**src/rtl/bullet_collision.sv**
```systemverilog
// Bullet collision checker: samples the live bullet position, tests it against the
// screen bounds, the enemy tank box and the tile map, then reports the impact.
module bullet_collision #(
    parameter int SCREEN_W    = 640,
    parameter int SCREEN_H    = 480,
    parameter int TANK_SIZE   = 32,
    parameter int EXPL_CYCLES = 2500000,
    parameter int MAP_COLS    = 40
) (
    input  logic        i_clk25,
    input  logic        i_reset_n,
    input  logic        i_bullet_act,
    input  logic [9:0]  i_bullet_x,
    input  logic [8:0]  i_bullet_y,
    input  logic [9:0]  i_enemy_x,
    input  logic [8:0]  i_enemy_y,
    output logic [10:0] o_map_addr,
    input  logic [1:0]  i_map_data,
    output logic        o_wall_we,
    output logic [10:0] o_wall_addr,
    output logic        o_des_bullet,
    output logic        o_hit_tank,
    output logic        o_explosion_flag,
    output logic [9:0]  o_expl_x,
    output logic [8:0]  o_expl_y
);

    localparam int               CNT_W    = (EXPL_CYCLES > 1) ? $clog2(EXPL_CYCLES) : 1;
    localparam logic [CNT_W-1:0] CNT_LAST = CNT_W'(EXPL_CYCLES - 1);
    localparam logic [9:0]       SCR_W    = 10'(SCREEN_W);
    localparam logic [8:0]       SCR_H    = 9'(SCREEN_H);
    localparam logic [1:0]       TILE_BRICK = 2'd1;
    localparam logic [1:0]       TILE_STEEL = 2'd2;

    typedef enum logic [2:0] {
        S_IDLE,
        S_SAMPLE,
        S_WAIT,
        S_EVAL,
        S_HIT,
        S_EXPLODE
    } state_t;

    state_t           r_state;
    logic [9:0]       r_sx;
    logic [8:0]       r_sy;
    logic             r_expl_pending;
    logic [CNT_W-1:0] r_cnt;

    logic [10:0] w_sample_addr;
    logic [10:0] w_ex_max;
    logic [9:0]  w_ey_max;
    logic        w_oob;
    logic        w_tank;

    // Product and sums are widened so neither the address nor the box edges wrap.
    assign w_sample_addr = 11'(i_bullet_y[8:4]) * 11'(MAP_COLS) + 11'(i_bullet_x[9:4]);
    assign w_ex_max      = {1'b0, i_enemy_x} + 11'(TANK_SIZE - 1);
    assign w_ey_max      = {1'b0, i_enemy_y} + 10'(TANK_SIZE - 1);
    assign w_oob         = (r_sx >= SCR_W) || (r_sy >= SCR_H);
    assign w_tank        = (r_sx >= i_enemy_x) && ({1'b0, r_sx} <= w_ex_max) &&
                           (r_sy >= i_enemy_y) && ({1'b0, r_sy} <= w_ey_max);

    always_ff @(posedge i_clk25 or negedge i_reset_n) begin
        if (!i_reset_n) begin
            r_state          <= S_IDLE;
            r_sx             <= '0;
            r_sy             <= '0;
            r_expl_pending   <= 1'b0;
            r_cnt            <= '0;
            o_map_addr       <= '0;
            o_wall_we        <= 1'b0;
            o_wall_addr      <= '0;
            o_des_bullet     <= 1'b0;
            o_hit_tank       <= 1'b0;
            o_explosion_flag <= 1'b0;
            o_expl_x         <= '0;
            o_expl_y         <= '0;
        end else begin
            o_des_bullet <= 1'b0;
            o_hit_tank   <= 1'b0;
            o_wall_we    <= 1'b0;
            case (r_state)
                S_IDLE: begin
                    if (i_bullet_act) r_state <= S_SAMPLE;
                end
                S_SAMPLE: begin
                    if (!i_bullet_act) begin
                        r_state <= S_IDLE;
                    end else begin
                        r_sx       <= i_bullet_x;
                        r_sy       <= i_bullet_y;
                        o_map_addr <= w_sample_addr;
                        r_state    <= S_WAIT;
                    end
                end
                S_WAIT: begin
                    r_state <= i_bullet_act ? S_EVAL : S_IDLE;
                end
                S_EVAL: begin
                    if (!i_bullet_act) begin
                        r_state <= S_IDLE;
                    end else if (w_oob) begin
                        o_des_bullet   <= 1'b1;
                        r_expl_pending <= 1'b0;
                        r_state        <= S_HIT;
                    end else if (w_tank || i_map_data == TILE_BRICK || i_map_data == TILE_STEEL) begin
                        o_des_bullet   <= 1'b1;
                        o_hit_tank     <= w_tank;
                        // Tank takes priority, so a brick under the tank is left intact.
                        o_wall_we      <= !w_tank && (i_map_data == TILE_BRICK);
                        if (!w_tank && i_map_data == TILE_BRICK) o_wall_addr <= o_map_addr;
                        o_expl_x       <= r_sx;
                        o_expl_y       <= r_sy;
                        r_expl_pending <= 1'b1;
                        r_state        <= S_HIT;
                    end else begin
                        r_state <= S_SAMPLE;
                    end
                end
                S_HIT: begin
                    if (r_expl_pending) begin
                        o_explosion_flag <= 1'b1;
                        r_cnt            <= '0;
                        r_state          <= S_EXPLODE;
                    end else begin
                        r_state <= S_IDLE;
                    end
                end
                S_EXPLODE: begin
                    if (r_cnt == CNT_LAST) begin
                        o_explosion_flag <= 1'b0;
                        r_cnt            <= '0;
                        r_state          <= S_IDLE;
                    end else begin
                        r_cnt <= r_cnt + 1'b1;
                    end
                end
                default: r_state <= S_IDLE;
            endcase
        end
    end

endmodule
```
**config.mk**
```make
export PLATFORM = sky130hd
export DESIGN_NAME = bullet_collision
export DESIGN_NICKNAME = d
export VERILOG_FILES = /design/src/rtl/bullet_collision.sv
export SDC_FILE = /design/constraint.sdc
export NUM_CORES = 1
export LEC_CHECK = 0
export BUFFER_PORTS_ARGS = -buffer_cell sky130_fd_sc_hd__buf_2
export CAP_MARGIN = 20
export CORE_UTILIZATION = 25
export DETAILED_ROUTE_END_ITERATION = 10
export GPL_ROUTABILITY_DRIVEN = 0
export GPL_TIMING_DRIVEN = 0
export HOLD_SLACK_MARGIN = 0.1
export PLACE_DENSITY = 0.44
export SLEW_MARGIN = 20
export SYNTH_ARGS = -nofsm -noshare
export SYNTH_HDL_FRONTEND = slang
export SYNTH_SLANG_ARGS = --single-unit
export TNS_END_PERCENT = 30
```
**constraint.sdc**
```tcl
create_clock -name i_clk25 -period 4.2 [get_ports i_clk25]
set_input_delay 0.84 -clock i_clk25 [delete_from_list [all_inputs] [get_ports i_clk25]]
set_output_delay 0.84 -clock i_clk25 [all_outputs]
set_load 0.02 [all_outputs]
```
==> metrics.yaml, run 1 <==
worst_setup_path_end_kind: "flop"
cts-hold-fix-buffers: 0
cts.clk_slew.worst_paths_ns: 0.07
post_drt_wl_per_cell_um: 15.0
dr.first_iter.drc_count: 241
antennaDiodeCount: 0
drive_gt1_share_pct: 23.0
hold_class: "input pin to asynchronous set/reset pin"
gr-total-overflow: 0
grt_util_met1_pct: 18.0
pwr-share-comb_pct: 36.8
grt_usage_pct: 13.4
netlist_area_um2: 5250
critPathRequiredTime_ns: 4.43
fin_skew_ns: 0.00839
synth_fp_nets: 638
met2_usage_pct: 21.8
intPower_w: 0.00226
rows: 52
grt_antenna_before_repair: 0
p_sw_w: 0.00135
ant_nets: 0
pwr-share-seq_pct: 37.3
maxSlewViolCount: 0
grt_util_met3_pct: 3.01
utilization_pct: 31.3
start_util_pct: 25.7
p_leak_nw: 3.14
ys_seq_area_share_pct: 41.5
max_slew.worst_pin.slew_ns: 0.731
hold_viol: 0
worst_slack_ns: 0.456
rsz0062_at_grt: "false"
startpoint_type: "input pin"
core_area_um2: 20400
post-cts-setup-buffer-count: 0
die_w_um: 147
r2r_cells: 8
cts.sinks: 87
critPathMaxFanout: 10
fill_cells: 2156
synth_area_per_cell_um2: 9.67
cts_buffers: 9
num_vias: 4195
dpl.hpwl_mm: 10.8
dr.pass1.iters: 4
post_cts_resized: 0
die_area_um2: 21600
synthArstFlopShare_pct: 100
p_per_area_nw_per_um2: 564
drc: 0
yosysWarningCount: 0
clkPwrFrac_pct: 25.9
cts.htree.levels: 3
finalSetupTns_ns: 0
cts_buffer_depth: 2
outcome: "completed"
period_needed_ns: 3.74
clock_latency_ns: 0.34
cts_tree: "done"
grt_pass1_vias: 4303
io_buffers: 87
synth_cells: 543
arrival_ns: 3.97
grt_pass1_wl_mm: 22.7
dpl_worst_slack_ns: 0.0355
ir_drop_mv: 0.187
path_class: "input pin to flop"
avgViaCountPerCell: 4.57
fmax_ghz: 0.267
io_pins: 88
synth_edf_count: 0
setup_viol: 0
dieHeight_um: 147
syn_to_final_growth_pct: 22.0
synth_cell_types: 52
dominantRegCellSynth: "dfrtp_1"
cap_violations: 0
grt_max_degree: 68
gr-max-usage-layer: "met2"
routed_wl_mm: 13.8
synth-seq-cells: 87
root_buffer: "clkbuf_16"
min_period_over_period_pct: 89.2
slew-limit-headroom_pct: 50.9
hold_ws_ns: 0.335
switching_share_pct: 37.3
fin_nets: 737
## cells in the mapped netlist, drive strengths merged, types with 6 or more instances
cell type	instances	area share, %
a21oi	20	1.9
and2	6	0.72
and3	6	0.72
clkbuf	12	0.86
dfrtp	87	41
ha	50	12
inv	29	2.1
mux2	30	7.2
nand2	88	6.3
nand3	20	1.9
nand4	13	1.5
nor2	27	1.9
nor2b	10	1.2
nor3	9	0.86
o21ai	49	4.7
o31ai	10	1.4
xnor2	22	3.7
## power by group through the flow
stage / clock network, W / registers [W] / logic, W
finish: 0.000935 / 0.00134 / 0.00133
floorplan: 0 / 0.00146 / 0.000756
detailed placement: 0 / 0.00137 / 0.00134
global placement: 0 / 0.00136 / 0.00130
global route: 0.000996 / 0.00139 / 0.00149
CTS: 0.000959 / 0.00136 / 0.00135
## per-layer routing
| metal | vias up | wire (um) | part of all wire (%) |
|---|---|---|---|
| met4 | 0 | 146 | 1.1 |
| li1 | 2119 | - | - |
| met3 | 10 | 503 | 3.7 |
| met2 | 65 | 6300 | 46 |
| met5 | - | 0 | 0 |
| met1 | 2001 | 6810 | 49 |
## sequential cells by signal, summed over array words and instances (netlist names), 3 cells and up
signal,flops
o_expl_y,9
o_expl_x,10
o_wall_addr,11
r_cnt,22
o_map_addr,11
r_sy,9
r_state,3
r_sx,7
## final timing paths
kind | from | slack (ns) | endpoint
worst max-delay path | i_enemy_y[0] | 0.46 | o_expl_y[8]
worst min-delay path | i_reset_n | 0.33 | o_expl_x[2]
worst max register to register | r_sx[3] | 1.28 | o_wall_addr[5]
worst min register to register | r_cnt[18] | 0.50 | r_cnt[18]
max in group asynchronous | i_reset_n | 3.26 | o_wall_addr[6]
min in group i_clk25 | r_cnt[18] | 0.50 | r_cnt[18]
## cell families after synthesis
kind of cell | after synthesis | share of synthesized area, %
muxes | 30 | 7.15
AOI/OAI and AO/OA | 112 | 13.8
and+or+nand+nor | 190 | 16.8
adders and majority gates | 52 | 12.7
xor gates and xnor gates | 26 | 4.34
buffers and inverters | 46 | 3.79
DFF | 87 | 41.5
## worst max-delay path: stages
cell and delay, ns:
buf_2 0.13, or4_4 0.53, o211ai_2 0.21, xnor2_1 0.14, ha_1 0.25, and3_1 0.19
a221oi_1 0.28, o21ai_0 0.19, a22oi_2 0.29, a41oi_4 0.34, buf_8 0.27, mux2_4 0.30
## metrics by stage
| stage | instances | total power [W] | area [um2] |
|---|---|---|---|
| after floorplan | 543 | 0.00222 | 5250 |
| after global placement | 900 | 0.00267 | 6020 |
| after detailed placement | 901 | 0.00271 | 6060 |
| after CTS | 917 | 0.00367 | 6400 |
| after global routing | 917 | 0.00388 | 6400 |
| final | 917 | 0.00361 | 6400 |
## cell usage in the layout (no fill, tap or decap), types with 9 or more instances in the layout
cell | Yosys | routed
nand2_1 | 88 | 88
dfrtp_1 | 87 | 87
buf_2 | 0 | 86
ha_1 | 50 | 50
o21ai_0 | 49 | 49
inv_1 | 29 | 29
nor2_1 | 27 | 27
xnor2_1 | 22 | 22
nand3_1 | 20 | 20
a21oi_1 | 20 | 20
mux2_2 | 20 | 20
nand4_1 | 13 | 13
clkbuf_1 | 12 | 12
nor2b_1 | 10 | 10
o31ai_1 | 10 | 10
mux2_4 | 10 | 10
nor3_1 | 9 | 9
clkbuf_16 | 0 | 9
## final cells by class
| class | instances | area [um2] | share of cell area, % |
|---|---|---|---|
| Sequential cell | 87 | 2180 | 34.0 |
| Tap cell | 270 | 338 | 5.28 |
| Multi-Input combinational cell | 410 | 2870 | 44.9 |
| Inverter | 29 | 109 | 1.70 |
| Timing Repair Buffer | 88 | 469 | 7.33 |
| Clock inverter | 6 | 108 | 1.68 |
| Clock buffer | 10 | 239 | 3.73 |
| Buffer | 17 | 90.1 | 1.41 |
No activity file was read; power rests on OpenSTA's default activity.
==> run 2, diff against run 1 <==
--- a/config.mk
+++ b/config.mk
@@ -12,7 +12,7 @@
 export GPL_ROUTABILITY_DRIVEN = 0
 export GPL_TIMING_DRIVEN = 0
 export HOLD_SLACK_MARGIN = 0.1
-export PLACE_DENSITY = 0.44
+export PLACE_DENSITY_LB_ADDON = 0.08
 export SLEW_MARGIN = 20
 export SYNTH_ARGS = -nofsm -noshare
 export SYNTH_HDL_FRONTEND = slang
==> run 2 against run 1 <==
Sequential power hardly changed. Critical path depth stayed put. Combinational power hardly changed. Core utilization is 0.32 points lower. Routed wire length is 2.7% higher. Clock skew is 0.0038 ns higher. Non-clock buffer count stayed put. Sequential cell count stayed put. Largest power group unchanged.
==> metrics.yaml, run 2 (same netlist as run 1, synthesis figures left out) <==
antennaDiodeCount: 0
grt_pass1_wl_mm: 23.0
min_period_over_period_pct: 88.7
grt_pass1_vias: 4308
hold_viol: 0
drc: 0
critPathTopFamily: "compound AO/OA/AOI/OAI gates"
met2WireLength_mm: 6.72
arrival_ns: 3.95
path_cells: "buf_2 > or4_4 > o211ai_2 > xnor2_1 > ha_1 > and3_1 > nand3_1 > o21ai_0 > a22oi_2 > a31oi_1 > buf_4 > mux2_2"
final_cell_mix: "nand2_1 (88), dfrtp_1 (87), buf_2 (86)"
dpl_cell_area_um2: 6060
cts-hold-fix-buffers: 0
layout_commonest_cell: "nand2_1"
fin_skew_ns: 0.0122
core_area_um2: 20400
cap_violations: 0
post_drt_wl_per_cell_um: 15.4
path_class: "input pin to flop"
die_area_um2: 21600
avgViaCountPerCell: 4.61
grt_max_degree: 66
cts_tree: "done"
largest_reg_flops: 22
cts_buffers: 9
hold_class: "input pin to asynchronous set/reset pin"
top_register: "r_cnt"
critPathMaxFanout: 10
dpl.hpwl_mm: 10.9
maxSlewViolCount: 0
cts.htree.levels: 3
p_leak_nw: 3.11
outcome: "completed"
io_buffers: 87
reg.largest.list: "r_cnt: 22 flops, o_map_addr: 11 flops, o_wall_addr: 11 flops"
start_util_pct: 25.7
m1WireLength_mm: 6.82
io_pins: 88
p_per_area_nw_per_um2: 544
finalInstanceArea_um2: 6340
fin_nets: 737
fmax_ghz: 0.268
grt_usage_pct: 13.8
post-cts-setup-buffer-count: 0
rsz0062_at_grt: "false"
ant_nets: 0
drive_gt1_share_pct: 23.0
top_layer: "met4"
cts_buffer_depth: 2
finalSetupTns_ns: 0
fill_cells: 2179
clock_latency_ns: 0.35
gr-total-overflow: 0
cts.clk_slew.worst_paths_ns: 0.07
period_needed_ns: 3.73
die_w_um: 147
worst_setup_path_end_kind: "flop"
root_buffer: "clkbuf_16"
grt_antenna_before_repair: 0
ir_drop_mv: 0.195
slowest_delay_ns: 0.54
num_vias: 4228
cp_slowest_cell: "or4_4"
dr.pass1.iters: 6
post_cts_resized: 0
critPathBufInv: 2
slew-limit-headroom_pct: 52.5
routed_wl_mm: 14.1
wl_met3_um: 398
dr.first_iter.drc_count: 163
setup_viol: 0
dieHeight_um: 147
startpoint_type: "input pin"
rows: 52
syn_to_final_growth_pct: 20.7
critPathRequiredTime_ns: 4.43
max_slew.worst_pin.slew_ns: 0.707
cts.sinks: 87
==> run 2: cell count changes in the layout (fill, tap and decap cells not counted), sizes merged <==
cell,delta
inv,+3
clkinvlp,+1
clkbuf,-1
bufinv,-3
==> run 2: area by class of cell <==
class | count | area (um2) | area share, %
Tap cell | 270 | 338 | 5.33
Clock buffer | 9 | 225 | 3.55
Inverter | 29 | 109 | 1.72
Clock inverter | 7 | 55.1 | 0.869
Sequential cell | 87 | 2180 | 34.4
Multi-Input combinational cell | 410 | 2870 | 45.3
Buffer | 17 | 90.1 | 1.42
Timing Repair Buffer | 88 | 469 | 7.41
==> run 2: worst reg2reg max path: stages (launching register included) <==
cell and delay, ns:
dfrtp_1 0.42, ha_1 0.31, a211o_1 0.29, a21oi_1 0.10, o21ai_0 0.10, a221o_1 0.44, a31oi_1 0.42, buf_4 0.33
mux2_2 0.36
==> run 2: path summary, 6_finish.rpt <==
| kind | startpoint | endpoint | slack, ns | cells past startpoint |
|---|---|---|---|---|
| worst min register to register | r_cnt[17] | r_cnt[17] | 0.50 | 1 |
| max in group asynchronous | i_reset_n | r_sx[8] | 3.25 | 2 |
| worst max register to register | r_sx[3] | o_wall_addr[0] | 1.33 | 8 |
| worst max-delay path | i_enemy_y[1] | o_wall_addr[0] | 0.47 | 12 |
| worst min-delay path | i_reset_n | o_expl_x[1] | 0.34 | 1 |
| min in group i_clk25 | r_cnt[17] | r_cnt[17] | 0.50 | 1 |
==> run 2: report_power, final <==
part / internal [W] / switching, W / total [W]
Sequential: 0.00109 / 0.000252 / 0.00134
Clock: 0.000408 / 0.000376 / 0.000784
Combinational: 0.000571 / 0.000748 / 0.00132
Total: 0.00207 / 0.00138 / 0.00345
==> run 2: layer usage <==
metal,vias up,global-route usage [%]
li1,2122,-
met1,2027,18.5
met2,68,22.7
met3,11,1.80
met4,0,4.64
met5,-,0
==> run 2: metrics by stage <==
| stage | utilization, % | cells | setup slack [ns] | hold slack (ns) | total power, W |
|---|---|---|---|---|---|
| finish | 31.0 | 917 | 0.475 | 0.342 | 0.00345 |
| global route | 31.0 | 917 | 0.178 | 0.348 | 0.00373 |
| CTS | 31.0 | 917 | 0.393 | 0.341 | 0.00352 |
| detailed placement | 29.6 | 901 | 0.0237 | 0.488 | 0.00271 |
| global placement | 29.5 | 900 | 0.0678 | 0.485 | 0.00268 |
| floorplan | - | 543 | 0.630 | 0.460 | 0.00222 |
